**src/rtl/spi_master_pkg.sv**
```systemverilog
`default_nettype none
// +-----------------------------------------------------------------------------+
// | spi_master_pkg : shared FSM state encoding and latched transfer mode bits   |
// | Revision       : 1.0                                                        |
// +-----------------------------------------------------------------------------+
package spi_master_pkg;

    typedef enum logic [2:0] {
        IDLE  = 3'd0,
        SETUP = 3'd1,
        LOAD  = 3'd2,
        SHIFT = 3'd3,
        HOLD  = 3'd4
    } state_t;

    // Width-independent part of the latched configuration; divider, select and
    // length are parameter-sized and are held alongside it in the top level.
    typedef struct packed {
        logic cpol;
        logic cpha;
        logic lsb_first;
    } spi_cfg_t;

endpackage
`default_nettype wire

```
**src/rtl/spi_clk_gen.sv**
```systemverilog
`default_nettype none
// +-----------------------------------------------------------------------------+
// | spi_clk_gen : SCLK half-period divider with leading/trailing edge strobes   |
// | Revision    : 1.0                                                           |
// +-----------------------------------------------------------------------------+
module spi_clk_gen #(
    parameter int DIV_W = 8
) (
    input  logic             clk,
    input  logic             rst_n,
    input  logic             en,
    input  logic             toggle_en,
    input  logic [DIV_W-1:0] div,
    output logic             tick,
    output logic             lead,
    output logic             trail
);

    logic [DIV_W-1:0] cnt;
    logic             phase;

    assign tick  = en && (cnt == div);
    assign lead  = tick && toggle_en && !phase;
    assign trail = tick && toggle_en && phase;

    // Counter restarts whenever the FSM parks (IDLE/LOAD) so each word starts
    // with a full half-period before its first edge.
    always_ff @(posedge clk or negedge rst_n) begin
        if (!rst_n) begin
            cnt   <= '0;
            phase <= 1'b0;
        end else begin
            if (!en || tick) begin
                cnt <= '0;
            end else begin
                cnt <= cnt + 1'b1;
            end
            if (!toggle_en) begin
                phase <= 1'b0;
            end else if (tick) begin
                phase <= ~phase;
            end
        end
    end

endmodule
`default_nettype wire

```
**src/rtl/spi_master_mc.sv**
```systemverilog
`default_nettype none
// +-----------------------------------------------------------------------------+
// | spi_master_mc : multi-slave SPI master, CPOL/CPHA, multi-word transactions  |
// | Option macro  : SPI_MASTER_LSB_FIRST_EN adds lsb_first_i (LSB-first order)  |
// | Revision      : 1.0                                                         |
// +-----------------------------------------------------------------------------+
module spi_master_mc
    import spi_master_pkg::*;
#(
    parameter int DATA_W = 8,
    parameter int NUM_CS = 3,
    parameter int DIV_W  = 8,
    parameter int LEN_W  = 13,
    parameter int CS_W   = (NUM_CS > 1) ? $clog2(NUM_CS) : 1
) (
    input  logic              clk_i,
    input  logic              rst_ni,
    input  logic              start_i,
    input  logic [CS_W-1:0]   cs_sel_i,
    input  logic              cpol_i,
    input  logic              cpha_i,
    input  logic [DIV_W-1:0]  clk_div_i,
    input  logic [LEN_W-1:0]  xfer_len_i,
    input  logic [DATA_W-1:0] tx_data_i,
    input  logic              tx_valid_i,
    output logic              tx_ready_o,
    output logic [DATA_W-1:0] rx_data_o,
    output logic              rx_valid_o,
    output logic              busy_o,
    output logic              done_o,
    output logic              err_o,
    output logic              sclk_o,
    output logic              mosi_o,
    input  logic              miso_i,
`ifdef SPI_MASTER_LSB_FIRST_EN
    input  logic              lsb_first_i,
`endif
    output logic [NUM_CS-1:0] cs_no
);

    localparam int             EC_W        = $clog2(2 * DATA_W);
    localparam logic [EC_W-1:0] LAST_EDGE  = EC_W'(2 * DATA_W - 1);
    localparam logic [EC_W-1:0] LAST_SMP0  = EC_W'(2 * DATA_W - 2);

    state_t              state, state_next;
    spi_cfg_t            cfg;
    logic [DIV_W-1:0]    div_q;
    logic [LEN_W-1:0]    word_cnt;
    logic [EC_W-1:0]     edge_cnt;
    logic [DATA_W-1:0]   tx_sr, rx_sr;
    logic [DATA_W-1:0]   load_shifted, sr_shifted, rx_next;
    logic                load_bit, sr_bit;
    logic [NUM_CS-1:0]   cs_dec;
    logic                lsb_in, start_ok, tick, lead, trail;
    logic                last_edge, last_sample, sample_stb, shift_stb;

`ifdef SPI_MASTER_LSB_FIRST_EN
    assign lsb_in = lsb_first_i;
`else
    assign lsb_in = 1'b0;
`endif

    assign start_ok    = start_i && (int'(cs_sel_i) < NUM_CS) && (xfer_len_i != '0);
    assign busy_o      = (state != IDLE);
    assign tx_ready_o  = (state == LOAD);
    assign last_edge   = (edge_cnt == LAST_EDGE);
    assign last_sample = (edge_cnt == (cfg.cpha ? LAST_EDGE : LAST_SMP0));
    assign sample_stb  = cfg.cpha ? trail : lead;
    assign shift_stb   = cfg.cpha ? lead : (trail && !last_edge);

    spi_clk_gen #(.DIV_W(DIV_W)) u_clk_gen (
        .clk       (clk_i),
        .rst_n     (rst_ni),
        .en        ((state == SETUP) || (state == SHIFT) || (state == HOLD)),
        .toggle_en (state == SHIFT),
        .div       (div_q),
        .tick      (tick),
        .lead      (lead),
        .trail     (trail)
    );

    always_comb begin
        for (int i = 0; i < NUM_CS; i++) begin
            cs_dec[i] = (cs_sel_i != CS_W'(i));
        end
    end

    always_comb begin
        if (cfg.lsb_first) begin
            load_bit     = tx_data_i[0];
            load_shifted = tx_data_i >> 1;
            sr_bit       = tx_sr[0];
            sr_shifted   = tx_sr >> 1;
            rx_next      = {miso_i, rx_sr[DATA_W-1:1]};
        end else begin
            load_bit     = tx_data_i[DATA_W-1];
            load_shifted = tx_data_i << 1;
            sr_bit       = tx_sr[DATA_W-1];
            sr_shifted   = tx_sr << 1;
            rx_next      = {rx_sr[DATA_W-2:0], miso_i};
        end
    end

    always_ff @(posedge clk_i or negedge rst_ni) begin
        if (!rst_ni) begin
            state <= IDLE;
        end else begin
            state <= state_next;
        end
    end

    always_comb begin
        state_next = state;
        case (state)
            IDLE:    if (start_ok)   state_next = SETUP;
            SETUP:   if (tick)       state_next = LOAD;
            LOAD:    if (tx_valid_i) state_next = SHIFT;
            SHIFT:   if (tick && last_edge)
                         state_next = (word_cnt == LEN_W'(1)) ? HOLD : LOAD;
            HOLD:    if (tick)       state_next = IDLE;
            default: state_next = IDLE;
        endcase
    end

    always_ff @(posedge clk_i or negedge rst_ni) begin
        if (!rst_ni) begin
            cfg        <= '0;
            div_q      <= '0;
            word_cnt   <= '0;
            edge_cnt   <= '0;
            tx_sr      <= '0;
            rx_sr      <= '0;
            rx_data_o  <= '0;
            rx_valid_o <= 1'b0;
            done_o     <= 1'b0;
            err_o      <= 1'b0;
            sclk_o     <= 1'b0;
            mosi_o     <= 1'b0;
            cs_no      <= '1;
        end else begin
            rx_valid_o <= 1'b0;
            done_o     <= 1'b0;
            err_o      <= 1'b0;
            case (state)
                IDLE: begin
                    if (start_ok) begin
                        cfg      <= '{cpol: cpol_i, cpha: cpha_i, lsb_first: lsb_in};
                        div_q    <= clk_div_i;
                        word_cnt <= xfer_len_i;
                        edge_cnt <= '0;
                        sclk_o   <= cpol_i;
                        cs_no    <= cs_dec;
                    end else if (start_i) begin
                        err_o <= 1'b1;
                    end
                end
                LOAD: begin
                    // CPHA=0 must present the first bit before the leading edge.
                    if (tx_valid_i) begin
                        if (!cfg.cpha) begin
                            mosi_o <= load_bit;
                            tx_sr  <= load_shifted;
                        end else begin
                            tx_sr  <= tx_data_i;
                        end
                    end
                end
                SHIFT: begin
                    if (tick) begin
                        sclk_o   <= ~sclk_o;
                        edge_cnt <= last_edge ? '0 : edge_cnt + 1'b1;
                        if (sample_stb) begin
                            rx_sr <= rx_next;
                            if (last_sample) begin
                                rx_data_o  <= rx_next;
                                rx_valid_o <= 1'b1;
                            end
                        end
                        if (shift_stb) begin
                            mosi_o <= sr_bit;
                            tx_sr  <= sr_shifted;
                        end
                        if (last_edge) begin
                            word_cnt <= word_cnt - 1'b1;
                        end
                    end
                end
                HOLD: begin
                    if (tick) begin
                        cs_no  <= '1;
                        done_o <= 1'b1;
                    end
                end
                default: ;
            endcase
        end
    end

endmodule
`default_nettype wire

```
**config.mk**
```make
export PLATFORM = sky130hd
export DESIGN_NAME = spi_master_mc
export DESIGN_NICKNAME = d
export VERILOG_FILES = /design/src/rtl/spi_master_pkg.sv /design/src/rtl/spi_clk_gen.sv /design/src/rtl/spi_master_mc.sv
export SDC_FILE = /design/constraint.sdc
export NUM_CORES = 1
export LEC_CHECK = 0
export CORE_ASPECT_RATIO = 0.9
export CORE_MARGIN = 1
export CORE_UTILIZATION = 32
export CTS_CLUSTER_SIZE = 40
export DETAILED_ROUTE_END_ITERATION = 10
export SLEW_MARGIN = 40
export SYNTH_ARGS = -nofsm -noshare
export SYNTH_HDL_FRONTEND = slang
export SYNTH_HIERARCHICAL = 1
export SYNTH_SLANG_ARGS = --single-unit
```
**constraint.sdc**
```tcl
create_clock -name clk_i -period 3.06 [get_ports clk_i]
set_input_delay 0.612 -clock clk_i [delete_from_list [all_inputs] [get_ports clk_i]]
set_output_delay 0.612 -clock clk_i [all_outputs]
set_load 0.05 [all_outputs]
```
==> metrics.csv, run 1 <==
stage,metric,value,unit
timing,timing.final.crit_period,2.88,ns
timing,slew_headroom,0.538,
timing,fin_ws,0.183,ns
placed_design,dp_slack,0.386,ns
floorplan,fp.dieH,103,um
critical_path,cp-start-kind,flop,
synthesis,syn-cell-area,3640,um^2
final_layout,final_common_cell,dfrtp_1,
power,peakVddDrop,0.537,mV
placed_design,dp.cells,562,
critical_path,timing.reg2reg.setup_slack,0.40,ns
synthesis,synth-compound-area-share,0.141,
floorplan,core,10900,um^2
synthesis,yosys_warnings,6,
global_routing,gr-usage-all-layers,0.147,
cts,path_clk_slew,0.06,ns
run,max-cap-violations,0,
critical_path,r2r-end,tx_sr[3],
timing,tightest_slew,0.692,ns
critical_path,endpoint,tx_ready_o,
floorplan,ios,56,
detailed_routing,drt_iter0_markers,136,
floorplan,rows,36,
final_layout,finalNonFillerCells,578,
timing,finalCritPeriodShare,0.940,
synthesis,yosys.cell_types.count,59,
critical_path,cp-end-kind,output port,
critical_path,path_class,reg2out,
synthesis,synthMuxAreaShare,0.0684,
final_layout,diodes,0,
final_layout,layout-drive-gt1-share,0.143,
floorplan,dieArea,11800,um^2
cts,cts-resized-gates,0,
global_routing,antenna_found_initial,0,
placed_design,io_buffers,55,
synthesis,syn_inst,367,
cts,cts_setup_buffers,0,
synthesis,synthAdderAreaFrac,0.0137,
synthesis,yosysSeqAreaShare,0.475,
cts,clock_latency,0.33,ns
global_routing,grt-ovfl-total,0,
synthesis,ys.flop_type,dfrtp_1,
cts,ctsLongestPathBuffers,2,
critical_path,path_cells,buf_4 -> nor3b_2 -> clkdlybuf4s50_1,
cts,cts_made_buffers,9,
synthesis,synth.ff_latch_count,69,
min_path,worstHoldPathType,in2async,
placed_design,placed_area,4310,um^2
critical_path,slowest_stage,clkdlybuf4s50_1,
placed_design,routabilityCongestion,0.790,
floorplan,dieWidth,114,um
final_layout,area_growth,25.9,%
global_routing,grt_start_max_net_pins,43,
power,power_switching,1430,uW
synthesis,synth_edf_count,0,
power,combPwrFrac,0.335,
cts,cts_tree,yes,
critical_path,required,2.45,ns
final_layout,final_area,4590,um^2
critical_path,startpoint,state[0],
synthesis,yosys.area_share.simple,0.229,
detailed_routing,antenna_left,0,
global_routing,grt_pass1_wl,13500,um
run_status,status,"finished, final reports clean",
final_layout,nFillCells,1053,
synthesis,synth_xor_area_frac,0.0361,
timing,setup_viol,0,
power,p_sw_frac,0.390,
synthesis,synth_top_family_by_area,simple AND/OR/NAND/NOR gates,
detailed_routing,wire_per_inst,13.6,um
detailed_routing,wl,7870,um
placed_design,hpwlAfterDp,5650,um
critical_path,ff2ff_path_depth,11,
critical_path,crit_path_max_incr_delay,0.87,ns
cts,cts_root_buffer,clkbuf_16,
timing,clock_skew,0.00462,ns
power,p_leak,0.00200,uW
synthesis,synth.net_count,409,
power,power_frac_clock,0.260,
critical_path,crit_path_max_fanout,19,
timing,rsz0062_at_grt,no,
timing,slew_viol_final,0,
power,internal_power,2230,uW
synthesis,yosysTopAreaCellShare,0.453,
floorplan,start_util,0.333,
cts,hold_buffers,0,
final_layout,nets,463,
power,cellPowerDensity,798,nW/um^2
final_layout,final_cell_mix,"dfrtp_1 (66), nand2_1 (59), clkdlybuf4s50_1 (54), nor2_1 (33), a21oi_1 (23)",
cts,clock-sinks,69,
detailed_routing,drc,0,
timing,setup_tns,0,ns
timing,hold_viol_final,0,
timing,fmax,348,MHz
cts,htreeDepth,3,
critical_path,reg2reg_from,u_clk_gen/cnt[5],
detailed_routing,via_count,2854,
detailed_routing,drt-pass1-iter-count,4,
synthesis,synth.largest_area_cell,dfrtp_1,
detailed_routing,viasPerCell,4.94,
power,seqPwrFrac,0.405,
critical_path,worstPathArrival,2.27,ns
synthesis,avgSynthCellArea,9.92,um^2
synthesis,synthTopCellsByArea,"dfrtp_1 (45%), nand2_1 (6.1%), mux2_2 (4.6%), nor2_1 (3.4%), a21oi_1 (3.2%)",
synthesis,ys_async_sr_fraction,1.00,
global_routing,grt_pass1_vias,2777,
cells by family after synthesis:
family,after synthesis
adder cells (fa/ha/maj),4
multiplexers,23
AND/OR/NAND/NOR,155
buffers and inverters,23
AO/OA/AOI/OAI,78
flip-flops,69
XOR/XNOR,15
metal layers:
| metal | vias up | share of wire | GRT usage | routed length, um |
|---|---|---|---|---|
| met1 | 1371 | 0.50 | 0.203 | 3970 |
| met4 | 0 | 0.0088 | 0.0549 | 69 |
| met5 | - | 0 | 0 | 0 |
| met3 | 4 | 0.039 | 0.0321 | 307 |
| met2 | 67 | 0.45 | 0.229 | 3530 |
| li1 | 1412 | - | - | - |
power by group through the flow:
stage | Combinational (uW) | Sequential [uW] | Clock [uW]
after CTS | 1240 | 1480 | 972
after detailed placement | 1230 | 1490 | 0
final | 1230 | 1480 | 952
after global routing | 1380 | 1530 | 1020
after floorplan | 886 | 1500 | 0
after global placement | 1200 | 1480 | 0
state kept, by name, indices dropped and copies added, names as in the netlist:
register / cells
mosi_o: 1
sclk_o: 1
div_q: 8
done_o: 1
u_clk_gen/cnt: 8
cfg: 1
u_clk_gen/phase: 1
edge_cnt: 4
rx_valid_o: 1
cs_no: 3
rx_data_o: 8
rx_sr: 7
err_o: 1
word_cnt: 13
tx_sr: 8
state: 3
area by class of cell:
cell class	count	area (um^2)	area share
multi-input combinational	275	1780	0.387
sequential	69	1730	0.377
timing repair buffer	60	593	0.129
clock buffer	9	225	0.0491
tap	152	190	0.0415
clock inverter	7	50.0	0.0109
inverter	6	22.5	0.00491
how the worst min path moves through the flow:
stage              from          end  cells after the start  slack (ns)
6_report         rst_ni  word_cnt[0]                      1        0.33
5_1_grt          rst_ni  word_cnt[0]                      1        0.37
4_1_cts          rst_ni  word_cnt[0]                      1        0.35
3_5_place_dp   tx_sr[7]     tx_sr[7]                      2        0.47
3_3_place_gp   tx_sr[0]     tx_sr[0]                      2        0.47
2_1_floorplan    rst_ni       cfg[1]                      0        0.32
cells in the mapped netlist, types with 3 or more instances:
cell,n
mux2_2,15
and3_1,6
a31oi_1,7
nand2b_1,6
o22ai_1,3
xor2_1,13
ha_1,4
nand3b_1,3
o21ai_0,16
nand2_1,59
nand4_1,4
buf_4,7
nor2_1,33
a21oi_1,23
nand3_1,12
dfrtp_1,66
o22a_1,5
buf_2,7
mux2i_1,8
and2_1,3
dfstp_2,3
nor3_1,6
inv_1,4
o31a_1,3
nor4_1,5
worst max-delay path, delay by kind of cell (launching register included):
| family | cells | cell delay [ns] |
|---|---|---|
| and+or+nand+nor | 1 | 0.34 |
| buffers and inverters | 2 | 1.12 |
| DFF | 1 | 0.48 |
through the flow:
step                hold WS [ns]  total power, uW   util
floorplan                  0.316             2390      -
global placement           0.466             2690  0.393
detailed placement         0.470             2730  0.394
CTS                        0.352             3690  0.419
global route               0.373             3940  0.419
finish                     0.325             3660  0.419
No activity file was read; power rests on OpenSTA's default activity.
==> run 2, diff against run 1 <==
--- a/config.mk
+++ b/config.mk
@@ -10,6 +10,7 @@
 export CORE_UTILIZATION = 32
 export CTS_CLUSTER_SIZE = 40
 export DETAILED_ROUTE_END_ITERATION = 10
+export SKIP_LAST_GASP = 1
 export SLEW_MARGIN = 40
 export SYNTH_ARGS = -nofsm -noshare
 export SYNTH_HDL_FRONTEND = slang
==> results of run 2 <==
No change in the layout: final DEF, timing and power equal those of run 1.
==> run 3, diff against run 2 <==
--- a/config.mk
+++ b/config.mk
@@ -11,7 +11,6 @@
 export CTS_CLUSTER_SIZE = 40
 export DETAILED_ROUTE_END_ITERATION = 10
 export SKIP_LAST_GASP = 1
-export SLEW_MARGIN = 40
 export SYNTH_ARGS = -nofsm -noshare
 export SYNTH_HDL_FRONTEND = slang
 export SYNTH_HIERARCHICAL = 1
==> constraint.sdc (replaced) <==
create_clock -name clk_i -period 3.6 [get_ports clk_i]
set_input_delay 0.72 -clock clk_i [delete_from_list [all_inputs] [get_ports clk_i]]
set_output_delay 0.72 -clock clk_i [all_outputs]
set_load 0.05 [all_outputs]
==> metrics.csv, run 3 (synthesized netlist as in run 1, its figures left out) <==
stage,metric,value,unit,change
final_layout,multi_input_area,1780,um^2,unchanged
power,power_switching,1220,uW,-14%
floorplan,rows,36,,unchanged
power,peakVddDrop,0.325,mV,-40%
cts,clock-sinks,69,,unchanged
detailed_routing,via_count,2861,,+0.25%
floorplan,fp.dieH,103,um,unchanged
placed_design,io_buffers,55,,unchanged
timing,finalCritPeriodShare,0.830,,
final_layout,area_growth,27.2,%,
cts,clock_latency,0.33,ns,about the same
power,p_leak,0.00202,uW,+1.5%
cts,cts_root_buffer,clkbuf_16,,
critical_path,crit_path_max_fanout,20,,+1
critical_path,cp-start-kind,flop,,
timing,clock_skew,0.00395,ns,-0.000667 ns
timing,fin_ws,0.612,ns,+0.429 ns
critical_path,slowest_stage,clkdlybuf4s50_1,,
floorplan,dieArea,11800,um^2,unchanged
cts,cts_made_buffers,9,,unchanged
timing,slew_headroom,0.326,,-0.213
critical_path,path_cells,buf_4 -> nor3b_2 -> clkdlybuf4s50_1,,
global_routing,gr-usage-all-layers,0.151,,+0.00406
power,cellPowerDensity,708,nW/um^2,-11%
global_routing,grt_start_max_net_pins,46,,+7.0%
final_layout,final_util,0.423,,+0.00434
min_path,worstHoldPathType,reg2reg,,
power,internal_power,2060,uW,-7.9%
detailed_routing,antenna_left,0,,unchanged
cts,cts_tree,yes,,
floorplan,start_util,0.333,,unchanged
detailed_routing,drt-pass1-iter-count,4,,unchanged
power,total_power,3280,uW,-10%
global_routing,grt_pass1_vias,2733,,-1.6%
final_layout,diodes,0,,unchanged
critical_path,cp-end-kind,output port,,
timing,fmax,335,MHz,
final_layout,layout-drive-gt1-share,0.143,,unchanged
global_routing,antenna_found_initial,0,,unchanged
timing,setup_tns,0,ns,unchanged
placed_design,dp_slack,0.712,ns,+0.326 ns
detailed_routing,wire_per_inst,14.2,um,+4.0%
critical_path,cp_num_buf_inv,2,,unchanged
final_layout,top_register,word_cnt,,
cts,ctsLongestPathBuffers,2,,unchanged
critical_path,crit_path_max_incr_delay,0.88,ns,about the same
critical_path,timing.reg2reg.setup_slack,0.77,ns,+0.37 ns
final_layout,regArea,1730,um^2,unchanged
run,max-cap-violations,0,,unchanged
global_routing,grt-ovfl-total,0,,unchanged
timing,rsz0062_at_grt,no,,
power,combPwrFrac,0.317,,-0.018
final_layout,nFillCells,1063,,+0.95%
timing,hold_viol_final,0,,unchanged
cts,hold_buffers,0,,unchanged
critical_path,worstPathArrival,2.27,ns,about the same
run_status,status,"finished, final reports clean",,
placed_design,hpwlAfterDp,5830,um,+3.2%
final_layout,final_common_cell,dfrtp_1,,
power,seqPwrFrac,0.385,,-0.020
power,p_sw_frac,0.373,,-0.0168
critical_path,required,2.88,ns,+0.43 ns
cts,cts_setup_buffers,0,,unchanged
global_routing,grt_pass1_wl,13600,um,+0.82%
timing,tightest_slew,1.01,ns,+0.319 ns
cts,htreeDepth,3,,unchanged
final_layout,largest_reg_flops,13,,unchanged
timing,slew_viol_final,0,,unchanged
timing,whs,0.481,ns,+0.156 ns
detailed_routing,drc,0,,unchanged
detailed_routing,wl,8190,um,+4.0%
cts,path_clk_slew,0.06,ns,about the same
final_layout,final_cell_mix,"dfrtp_1 (66), nand2_1 (59), clkdlybuf4s50_1 (54), nor2_1 (33), a21oi_1 (23)",,
detailed_routing,viasPerCell,4.95,,+0.25%
critical_path,path_class,reg2out,,
floorplan,dieWidth,114,um,unchanged
critical_path,critPathTopFamily,buffers and inverters,,
placed_design,routabilityCongestion,0.802,,+1.5%
timing,setup_viol,0,,unchanged
cts,cts-resized-gates,0,,unchanged
floorplan,core,10900,um^2,unchanged
power,power_frac_clock,0.298,,+0.038
floorplan,ios,56,,unchanged
timing,timing.final.crit_period,2.99,ns,
final_layout,nets,463,,unchanged
detailed_routing,drt_iter0_markers,163,,+20%
run 3: cell types whose count changed in the layout (fill, tap and decap cells not counted), sizes merged:
cell / before / now
inv: 8 / 7
clkbuf: 9 / 10
clkinvlp: 3 / 1
bufinv: 0 / 2
run 3: area by class of cell:
class                           instances  area share
Multi-Input combinational cell        275       0.383
Tap cell                              152      0.0410
Sequential cell                        69       0.373
Inverter                                6     0.00486
Clock buffer                           10      0.0516
Clock inverter                          6      0.0202
Timing Repair Buffer                   60       0.126
run 3: per-layer routing:
metal	up-vias	track usage	part of all wire
met2	62	0.229	0.45
met1	1370	0.210	0.50
met3	9	0.0262	0.032
met4	0	0.0749	0.019
li1	1420	-	-
met5	-	0	0
run 3: path summary, 6_finish.rpt:
check	end	startpoint	cells after the start
worst max-delay path	tx_ready_o	state[0]	3
min in group asynchronous	word_cnt[4]	rst_ni	1
worst max register to register	tx_sr[5]	state[0]	11
max in group asynchronous	u_clk_gen/cnt[6]	rst_ni	2
worst min-delay path	tx_sr[0]	tx_sr[0]	2
worst min register to register	tx_sr[0]	tx_sr[0]	2
run 3: worst reg2reg max path: stages (launching register included):
cell and delay [ns]:
dfrtp_1 0.48, buf_4 0.29, nor2_1 0.10, nand2_1 0.08, nand2_1 0.07, nand3_2 0.10, inv_2 0.11, and3_1 0.23
nand2b_1 0.07, o21ai_0 0.12, a32oi_1 0.80, o21ai_0 0.22
run 3: metrics by stage:
step,instances,cell area (um^2)
5_1_grt,578,4630
3_5_place_dp,562,4300
3_3_place_gp,562,4300
4_1_cts,578,4630
6_report,578,4630
2_1_floorplan,367,3640
run 3: power groups by stage:
| stage | Clock, uW | Combinational, uW | Sequential, uW |
|---|---|---|---|
| finish | 978 | 1040 | 1260 |
| global route | 1030 | 1160 | 1310 |
| CTS | 1000 | 1050 | 1260 |
| detailed placement | 0 | 1040 | 1270 |
| global placement | 0 | 1020 | 1260 |
| floorplan | 0 | 753 | 1280 |
